$ cat src/rtl/gpio_pkg.sv
// Shared definitions for the APB GPIO block: register word indices,
// slave FSM states and the default pin count.
package gpio_pkg;

  localparam int NUM_GPIO_DEF = 8;

  // Word index taken from PADDR[4:2]
  localparam logic [2:0] REG_MODER = 3'd0;
  localparam logic [2:0] REG_ODR   = 3'd1;
  localparam logic [2:0] REG_IDR   = 3'd2;
  localparam logic [2:0] REG_IER   = 3'd3;
  localparam logic [2:0] REG_ISR   = 3'd4;

  typedef enum logic [1:0] {
    ST_IDLE = 2'd0,
    ST_WAIT = 2'd1,
    ST_DONE = 2'd2
  } apb_state_e;

endpackage

$ cat src/rtl/gpio_sync_edge.sv
// Two-flop input synchronizer plus one delay stage used to detect rising
// edges on each synchronized pin.
module gpio_sync_edge
  import gpio_pkg::*;
#(
  parameter int NUM_GPIO = NUM_GPIO_DEF
) (
  input  logic                PCLK,
  input  logic                PRESET,
  input  logic [NUM_GPIO-1:0] gpio_in,
  output logic [NUM_GPIO-1:0] sync_out,
  output logic [NUM_GPIO-1:0] rise
);

  logic [NUM_GPIO-1:0] sync_p0;
  logic [NUM_GPIO-1:0] sync_p1;
  logic [NUM_GPIO-1:0] sync_p2;

  // p0/p1 resolve metastability, p2 is p1 delayed for edge detection
  always_ff @(posedge PCLK or posedge PRESET) begin
    if (PRESET) begin
      sync_p0 <= '0;
      sync_p1 <= '0;
      sync_p2 <= '0;
    end else begin
      sync_p0 <= gpio_in;
      sync_p1 <= sync_p0;
      sync_p2 <= sync_p1;
    end
  end

  assign sync_out = sync_p1;
  assign rise     = sync_p1 & ~sync_p2;

endmodule

$ cat src/rtl/apb_gpio.sv
// APB slave GPIO block: direction/output/input/interrupt registers behind a
// one-wait-state APB interface, with sticky rising-edge interrupt status.
module apb_gpio
  import gpio_pkg::*;
#(
  parameter int NUM_GPIO = NUM_GPIO_DEF
) (
  input  logic                PCLK,
  input  logic                PRESET,
  input  logic [11:0]         PADDR,
  input  logic                PWRITE,
  input  logic                PENABLE,
  input  logic                PSEL,
  input  logic [31:0]         PWDATA,
  output logic [31:0]         PRDATA,
  output logic                PREADY,
  input  logic [NUM_GPIO-1:0] gpio_in,
  output logic [NUM_GPIO-1:0] gpio_out,
  output logic [NUM_GPIO-1:0] gpio_oe,
  output logic                irq
);

  apb_state_e          state;
  logic [NUM_GPIO-1:0] moder;
  logic [NUM_GPIO-1:0] odr;
  logic [NUM_GPIO-1:0] ier;
  logic [NUM_GPIO-1:0] isr;
  logic [NUM_GPIO-1:0] idr;
  logic [NUM_GPIO-1:0] rise;
  logic [NUM_GPIO-1:0] isr_clr;
  logic [31:0]         rdata;
  logic [2:0]          reg_sel;
  logic                wr_en;
  logic                unused_bits;

  gpio_sync_edge #(.NUM_GPIO(NUM_GPIO)) u_sync_edge (
    .PCLK     (PCLK),
    .PRESET   (PRESET),
    .gpio_in  (gpio_in),
    .sync_out (idr),
    .rise     (rise)
  );

  assign reg_sel     = PADDR[4:2];
  assign unused_bits = ^{PADDR, PWDATA};

  // PREADY is registered alongside the state so it is high exactly in DONE
  always_ff @(posedge PCLK or posedge PRESET) begin
    if (PRESET) begin
      state  <= ST_IDLE;
      PREADY <= 1'b0;
    end else begin
      case (state)
        ST_IDLE: begin
          PREADY <= 1'b0;
          if (PSEL && PENABLE) state <= ST_WAIT;
        end
        ST_WAIT: begin
          if (PSEL) begin
            state  <= ST_DONE;
            PREADY <= 1'b1;
          end else begin
            state  <= ST_IDLE;
            PREADY <= 1'b0;
          end
        end
        ST_DONE: begin
          state  <= ST_IDLE;
          PREADY <= 1'b0;
        end
        default: begin
          state  <= ST_IDLE;
          PREADY <= 1'b0;
        end
      endcase
    end
  end

  // The write lands on the edge that closes the PREADY cycle
  assign wr_en   = (state == ST_DONE) && PSEL && PWRITE;
  assign isr_clr = (wr_en && reg_sel == REG_ISR) ? PWDATA[NUM_GPIO-1:0] : '0;

  always_ff @(posedge PCLK or posedge PRESET) begin
    if (PRESET) begin
      moder <= '0;
      odr   <= '0;
      ier   <= '0;
      isr   <= '0;
    end else begin
      if (wr_en && reg_sel == REG_MODER) moder <= PWDATA[NUM_GPIO-1:0];
      if (wr_en && reg_sel == REG_ODR)   odr   <= PWDATA[NUM_GPIO-1:0];
      if (wr_en && reg_sel == REG_IER)   ier   <= PWDATA[NUM_GPIO-1:0];
      // Set wins over a simultaneous write-1-to-clear
      isr <= (isr & ~isr_clr) | (rise & ier);
    end
  end

  always_comb begin
    rdata = '0;
    case (reg_sel)
      REG_MODER: rdata[NUM_GPIO-1:0] = moder;
      REG_ODR:   rdata[NUM_GPIO-1:0] = odr;
      REG_IDR:   rdata[NUM_GPIO-1:0] = idr;
      REG_IER:   rdata[NUM_GPIO-1:0] = ier;
      REG_ISR:   rdata[NUM_GPIO-1:0] = isr;
      default:   rdata = '0;
    endcase
  end

  assign PRDATA   = PREADY ? rdata : 32'h0;
  assign gpio_oe  = moder;
  assign gpio_out = odr & moder;
  assign irq      = |isr;

endmodule

$ cat config.mk
export PLATFORM = sky130hd
export DESIGN_NAME = apb_gpio
export DESIGN_NICKNAME = d
export VERILOG_FILES = /design/src/rtl/gpio_pkg.sv /design/src/rtl/gpio_sync_edge.sv /design/src/rtl/apb_gpio.sv
export SDC_FILE = /design/constraint.sdc
export NUM_CORES = 1
export LEC_CHECK = 0
export CORE_MARGIN = 2
export CORE_UTILIZATION = 40
export DETAILED_ROUTE_END_ITERATION = 6
export DONT_BUFFER_PORTS = 1
export GPL_TIMING_DRIVEN = 0
export PLACE_DENSITY = 0.62
export RECOVER_POWER = 100
export SLEW_MARGIN = 20
export SYNTH_ARGS = -nofsm -noshare
export SYNTH_HDL_FRONTEND = slang
export SYNTH_SLANG_ARGS = --single-unit
$ cat constraint.sdc
create_clock -name PCLK -period 2.2 [get_ports PCLK]
set_clock_uncertainty 0.05 [all_clocks]
set_input_delay 0.11 -clock PCLK [delete_from_list [all_inputs] [get_ports PCLK]]
set_output_delay 0.11 -clock PCLK [all_outputs]
set_load 0.1 [all_outputs]
# ---- Word-level counts from Yosys, hierarchy flattened
# Index checks and enable logic that the tools add are counted.
dict set report op_classes {
  mux 8
  n_eq_ne 7
  reduce_logical 10
  bitwise_logic 7
}
# cell count
set op_table {}
lappend op_table {{case mux 8 bit (5 select lines)} 1}
lappend op_table {{bitwise AND 8 bit} 4}
lappend op_table {{two-way mux 8 bit} 2}
lappend op_table {{NOT 8 bit} 2}
lappend op_table {{OR 8 bit} 1}
lappend op_table {{OR reduction 8 bit} 1}
lappend op_table {{logical AND 1 bit} 7}
lappend op_table {{equality test 3 x 2 -> 1 bit, second input constant} 2}
lappend op_table {{two-way mux 2 bit} 2}
lappend op_table {{case mux 2 bit (2 select lines)} 1}
lappend op_table {{equality test 3 x 1 -> 1 bit, second input constant} 1}
lappend op_table {{equality test 3 bit, second input constant} 1}
lappend op_table {{zero test 3 bit} 1}
lappend op_table {{equality test 2 x 1 -> 1 bit, second input constant} 1}
lappend op_table {{equality test 2 bit, second input constant} 1}
lappend op_table {{zero test 2 bit} 1}
lappend op_table {{two-way mux 1 bit} 2}
lappend op_table {{!= test 2 bit, second input constant} 1}
dict set report totals {
  out_inout_bits 50
  ff_bits 59
}

# ---- Depth between registers and ports, before layout
# Gate-level depths: netlist of the first run.
dict set report depth {
  ltp_word 8
  ltp_mapped 5
  ltp_nobuf 3
}

# ---- By module
# A second synthesis of the first run with hierarchy kept.
dict set report unflattened {
  cells_unflattened 224
  hier_area_um2 2831.5
}
# module cells_each seq_area_each_um2 area_each_um2 instances
set by_module_without_submodules {}
lappend by_module_without_submodules {apb_gpio 191 875.8 2117.0 1}
lappend by_module_without_submodules {gpio_sync_edge 33 600.6 714.4 1}

# ---- Worst setup path before layout of the first run
# Ideal clock, no wire load.
dict set report synth_path {
  kind {register to output}
  start {reg PREADY}
  end {out PRDATA[0]}
  setup_slack_ps -63
  n_path_buf 0
  stages_incl_launch_ff 3
  t_arrival_ps 2103
  path_cell_list {dfrtp_1 a21boi_4 o31a_1}
}
dict set report synth_via {
  elab_chain_len 1
}
# element line_no
set synth_rtl {}
lappend synth_rtl {{start: declaration} apb_gpio.sv:16} ;# output logic PREADY,
lappend synth_rtl {{start signal: assignment} apb_gpio.sv:51} ;# PREADY <= 1'b0;
lappend synth_rtl {{start signal: assignment} apb_gpio.sv:55} ;# PREADY <= 1'b0;
lappend synth_rtl {{start signal: assignment} apb_gpio.sv:61} ;# PREADY <= 1'b1;
lappend synth_rtl {{two-way mux 8 bit} apb_gpio.sv:110} ;# assign PRDATA = PREADY ? rdata : 32'h0;
lappend synth_rtl {{end: declaration} apb_gpio.sv:15} ;# output logic [31:0] PRDATA,
# Every way passes these cells.

# ---- Worst setup path in the final report of the first run
dict set report layout_path {
  start {reg PREADY}
  end {out PRDATA[4]}
}
# Same word-level chain as after synthesis.

==> impl_metrics.env, run 1 <==
export IMPL_status="completed"
export IMPL_crit_fanout=8
export IMPL_path_buf_inv=0
export IMPL_path_class="reg -> out"
export IMPL_cap_viol_max_count=0
export IMPL_num_rows=30
export IMPL_insertion_delay_ns=0.34
export IMPL_yosys_warnings=0
export IMPL_hold_viol=0
export IMPL_fp_dieH_um=87.1
export IMPL_met2_usage_pct=26.0
export IMPL_io_buffers=0
export IMPL_clock_path_buffers=2
export IMPL_syn_area_mm2=0.00276
export IMPL_wl_per_cell_um=17.0
export IMPL_synthCells=223
export IMPL_grt_usage_pct=17.8
export IMPL_synth_seq_area_share_pct=53.4
export IMPL_drt_iter0_drc=74
export IMPL_grt_pass1_vias=1800
export IMPL_fmax_mhz=473
export IMPL_grt_busiest_layer="met2"
export IMPL_postCtsSetupRepairBufs=0
export IMPL_path_delay_family="compound AO/OA/AOI/OAI gates"
export IMPL_p_seq_share_pct=50.4
export IMPL_slowest_delay_ns=0.68
export IMPL_reg2reg_from="state[0]"
export IMPL_totalPowerFinal_uw=2500
export IMPL_antenna_diode_count=0
export IMPL_regToRegEndpoint="ier[2]"
export IMPL_drive_gt1_share_pct=33.5
export IMPL_pwr_density_cell_mw_per_mm2=743
export IMPL_r2r_setup_slack_ns=0.26
export IMPL_mostFrequentLayoutCell="dfrtp_1"
export IMPL_hold_slack_ns=0.0381
export IMPL_setup_tns_ns=0
export IMPL_crit_path_end_kind="output port"
export IMPL_cp_required_ns=2.04
export IMPL_power_frac_comb_pct=16.3
export IMPL_dr_pass1_iters=4
export IMPL_start_util_pct=40.9
export IMPL_vias=1843
export IMPL_cp_data_arrival_time_ns=1.95
export IMPL_path_clk_slew_ns=0.06
export IMPL_drt_wl_total_um=6150
export IMPL_cts_sinks=59
export IMPL_io_pins=107
export IMPL_maxSlewViolCount=0
export IMPL_cts_max_level=3
export IMPL_leakagePower_uw=0.00150
export IMPL_finalInstanceArea_mm2=0.00336
export IMPL_use_met3_pct=5.88
export IMPL_internal_power_uw=1690
export IMPL_worstPathCellList="a21boi_4 > o31a_4"
export IMPL_rsz0062_at_grt="false"
export IMPL_core_area_mm2=0.00676
export IMPL_ys_ff_latch=59
export IMPL_hp_class="in -> async"
export IMPL_avgSynthCellArea_um2=12.4
export IMPL_dp_hpwl_um=4010
export IMPL_use_met1_pct=24.4
export IMPL_reg2reg_depth=4
export IMPL_place_area_mm2=0.00299
export IMPL_cp_depth=2
export IMPL_layout_common_cells="dfrtp_1, buf_4, conb_1, mux2_2, dlygate4sd3_1"
export IMPL_die_area_mm2=0.00759
export IMPL_cts_tree="done"
export IMPL_drtAntennaViolNets=0
export IMPL_final_nets=334
export IMPL_place_congestion=0.758
export IMPL_p_switching_uw=807
export IMPL_finish_utilization_pct=49.7
export IMPL_peakVddDrop_mv=0.470
export IMPL_grt_max_degree=59
export IMPL_clockPowerShare_pct=33.3
export IMPL_die_w_um=87.1
export IMPL_tightest_slew_ns=1.40
export IMPL_grt_pass1_wl_um=9740
export IMPL_grt_overflow=0
export IMPL_routed_via_density=5.11
export IMPL_grt_antenna_before_repair=0
export IMPL_area_delta_synth_final_pct=21.5
export IMPL_sw_frac_of_total_pct=32.3
export IMPL_maxSlewHeadroom_pct=6.67
export IMPL_cp_slowest_cell="dfrtp_2"
export IMPL_yosys_cell_types_count=33
export IMPL_cts_root_buffer="clkbuf_8"
export IMPL_period_share_pct=96.1
export IMPL_startpoint_type="flip-flop"
export IMPL_period_needed_ns=2.11
export IMPL_post_route_drc_count=0
export IMPL_cts_buffers=9
export IMPL_finalSetupViolations=0
-- cell usage after synthesis (all sizes together) --
library cell / n / area (µm²)
nor4b: 1 / 8.76
conb: 1 / 3.75
mux2i: 8 / 80.1
and4bb: 2 / 25.0
nor3: 1 / 5.00
dfrtp: 59 / 1480
o2bb2ai: 8 / 70.1
and2: 8 / 50.1
inv: 1 / 3.75
nand3b: 16 / 120
nor2: 8 / 30.0
buf: 34 / 248
o31a: 8 / 70.1
nand2: 10 / 40.0
clkbuf: 1 / 3.75
mux2: 24 / 282
and4b: 1 / 10.0
nor3b: 8 / 71.3
nand3: 8 / 40.0
a21boi: 1 / 18.8
a21oi: 8 / 40.0
and3b: 2 / 18.8
nand4b: 1 / 23.8
nand2b: 1 / 6.26
or2: 1 / 6.26
nor4: 2 / 12.5
-- registers in the layout, indices dropped and copies added, names as in the netlist --
register,flops
PREADY,1
gpio_oe,8
ier,8
isr,8
odr,8
state,2
u_sync_edge.sync_out,8
u_sync_edge.sync_p0,8
u_sync_edge.sync_p2,8
-- metrics by stage --
stage / setup slack (ns) / instances
4_1_cts: 0.0211 / 361
3_5_place_dp: 0.0771 / 327
2_1_floorplan: 0.248 / 246
3_3_place_gp: -0.0570 / 326
5_1_grt: 0.0352 / 361
6_report: 0.0863 / 361
-- power groups by stage --
stage          Clock (µW)  Sequential [µW]  Combinational [µW]
2_1_floorplan           0             1260                 343
3_3_place_gp            0             1270                 368
3_5_place_dp            0             1270                 377
4_1_cts               860             1260                 416
5_1_grt               913             1260                 430
6_report              832             1260                 407
-- final cells by class --
type,count,area (µm²)
Timing Repair Buffer,20,195
Clock buffer,12,145
Buffer,35,244
Tap cell,80,100
Multi-Input combinational cell,151,1170
Fill cell,644,3400
Inverter,1,5.00
Sequential cell,59,1490
Clock inverter,3,15.0
-- worst register-to-register path: stages (launching register included) --
cell,delay (ns)
dfrtp_1,0.39
and4b_1,0.29
buf_6,0.17
nand4b_1,0.47
mux2_2,0.46
-- worst max path at each step --
stage                from                      to  slack [ns]
2_1_floorplan      PREADY               PRDATA[0]        0.25
6_report           PREADY               PRDATA[4]        0.09
4_1_cts        gpio_oe[1]               PRDATA[1]        0.02
3_3_place_gp       PRESET  u_sync_edge.sync_p2[5]       -0.06
5_1_grt            PREADY               PRDATA[5]        0.04
3_5_place_dp       PREADY               PRDATA[4]        0.08
-- per-layer routing --
metal	vias up	part of all wire (%)
met5	-	0
met4	0	1.1
met3	7	7.5
met2	63	46
met1	922	45
li1	851	-
-- logic make-up (layout without fill, tap and decap cells) --
logic type,Yosys count,in the layout,synth area share (%)
AOI/OAI and AO/OA,25,25,7.20
buffers and inverters,36,71,9.23
DFF,59,59,53.4
muxes,32,32,13.1
other,1,24,0.136
and+or+nand+nor,70,70,16.9
-- timing repair --
item | in CTS | in global routing
endpoints found under the setup margin | 16 | 2
hold endpoints to repair | 102 | 0
gates resized for setup | 18 | 2
hold buffers | 19 | 0
cloned | 0 | 0
(Power assumes the default switching activity.)
==> run 2: changes to the inputs <==
--- a/config.mk
+++ b/config.mk
@@ -5,7 +5,7 @@
 export SDC_FILE = /design/constraint.sdc
 export NUM_CORES = 1
 export LEC_CHECK = 0
-export CORE_MARGIN = 2
+export CORE_MARGIN = 5
 export CORE_UTILIZATION = 40
 export DETAILED_ROUTE_END_ITERATION = 6
 export DONT_BUFFER_PORTS = 1
==> impl_metrics.env, run 2 (synthesized netlist as in run 1, its figures left out) <==
export IMPL_pre_cts_ws_ns=0.0776
export IMPL_cap_viol_max_count=0
export IMPL_setup_tns_ns=0
export IMPL_grt_usage_pct=15.6
export IMPL_slowest_delay_ns=0.68
export IMPL_die_area_mm2=0.00867
export IMPL_mostFrequentLayoutCell="dfrtp_1"
export IMPL_cp_required_ns=2.04
export IMPL_path_buf_inv=0
export IMPL_hold_viol=0
export IMPL_setup_ws_ns=0.0163
export IMPL_cp_data_arrival_time_ns=2.02
export IMPL_path_delay_family="compound AO/OA/AOI/OAI gates"
export IMPL_maxSlewHeadroom_pct=4.96
export IMPL_clockPowerShare_pct=33.6
export IMPL_maxSlewViolCount=0
export IMPL_dp_hpwl_um=4200
export IMPL_grt_pass1_vias=1847
export IMPL_core_area_mm2=0.00676
export IMPL_worstPathCellList="a21boi_4 > o31a_2"
export IMPL_fillers=630
export IMPL_cts_max_level=3
export IMPL_drtAntennaViolNets=0
export IMPL_p_seq_share_pct=50.4
export IMPL_grt_pass1_wl_um=10000
export IMPL_leakagePower_uw=0.00149
export IMPL_dr_pass1_iters=4
export IMPL_cts_buffers=9
export IMPL_totalPowerFinal_uw=2500
export IMPL_grt_antenna_before_repair=0
export IMPL_num_rows=30
export IMPL_pwr_density_cell_mw_per_mm2=753
export IMPL_sw_frac_of_total_pct=32.5
export IMPL_io_buffers=0
export IMPL_cts_tree="done"
export IMPL_layout_common_cells="dfrtp_1, buf_4, conb_1, mux2_2, dlygate4sd3_1"
export IMPL_grt_max_degree=60
export IMPL_wl_per_cell_um=17.1
export IMPL_path_class="reg -> out"
export IMPL_cp_slowest_cell="dfrtp_2"
export IMPL_io_pins=107
export IMPL_multi_input_area_mm2=0.00112
export IMPL_drt_iter0_drc=84
export IMPL_tightest_slew_ns=1.43
export IMPL_seqCellArea_mm2=0.00149
export IMPL_area_delta_synth_final_pct=20.0
export IMPL_grt_overflow=0
export IMPL_drive_gt1_share_pct=34.2
export IMPL_clock_path_buffers=2
export IMPL_crit_fanout=8
export IMPL_internal_power_uw=1680
export IMPL_place_congestion=0.794
export IMPL_drt_wl_total_um=6190
export IMPL_insertion_delay_ns=0.34
export IMPL_fmax_mhz=458
export IMPL_hp_class="in -> reg"
export IMPL_finalSetupViolations=0
export IMPL_startpoint_type="flip-flop"
export IMPL_postCtsSetupRepairBufs=0
export IMPL_rsz0062_at_grt="true"
export IMPL_status="completed"
export IMPL_vias=1797
export IMPL_antenna_diode_count=0
export IMPL_final_nets=334
export IMPL_peakVddDrop_mv=0.372
export IMPL_die_w_um=93.1
export IMPL_post_route_drc_count=0
export IMPL_power_frac_comb_pct=16.1
export IMPL_fp_dieH_um=93.1
export IMPL_p_switching_uw=812
export IMPL_period_needed_ns=2.18
export IMPL_period_share_pct=99.3
export IMPL_routed_via_density=4.98
export IMPL_cts_root_buffer="clkbuf_8"
export IMPL_path_clk_slew_ns=0.07
export IMPL_crit_path_end_kind="output port"
export IMPL_start_util_pct=40.9
export IMPL_cts_sinks=59
## run 2: metal layers
layer	wire, µm	global-route usage (%)	vias up
met2	2870	23.2	58
met5	0	0	-
met3	511	6.76	13
met1	2690	19.9	875
li1	-	-	851
met4	121	6.59	0
## run 2: timing repair
item,CTS,global route
pin swaps,0,0
resized for setup,11,0
endpoints found under the setup margin,16,8
hold buffers,19,0
hold endpoints to repair,102,0
## run 2: stage by stage
| stage | area [µm²] | utilization, % | hold WS [ns] | cells |
|---|---|---|---|---|
| 4_1_cts | 3360 | 49.8 | 0.0768 | 361 |
| 6_report | 3320 | 49.1 | 0.0845 | 361 |
| 3_3_place_gp | 2960 | 43.8 | 0.0915 | 326 |
| 3_5_place_dp | 2990 | 44.3 | 0.0144 | 327 |
| 5_1_grt | 3320 | 49.1 | 0.0664 | 361 |
| 2_1_floorplan | 2860 | - | 0.0914 | 246 |
## run 2: cell type report
cell class / instances / area share [%]
sequential: 59 / 44.9
multi-input combinational: 151 / 33.9
buffer: 35 / 7.13
timing repair buffer: 20 / 5.89
clock buffer: 10 / 4.15
tap: 80 / 3.02
clock inverter: 5 / 0.906
inverter: 1 / 0.151
## run 2: power groups by stage
stage               Sequential (µW)  Combinational, µW  Clock, µW
floorplan                      1260                343          0
global placement               1270                366          0
detailed placement             1280                375          0
CTS                            1260                409        863
global route                   1260                427        929
finish                         1260                401        839
## run 2: worst paths after layout
kind	depth (start not counted)	slack, ns	from	end
min in group asynchronous	3	0.69	PRESET	u_sync_edge.sync_p0[2]
min	2	0.08	PADDR[3]	ier[4]
max in group asynchronous	3	0.47	PRESET	gpio_oe[5]
min reg2reg	0	0.30	u_sync_edge.sync_p0[0]	u_sync_edge.sync_out[0]
max	2	0.02	PREADY	PRDATA[4]
max reg2reg	4	0.13	state[0]	gpio_oe[6]
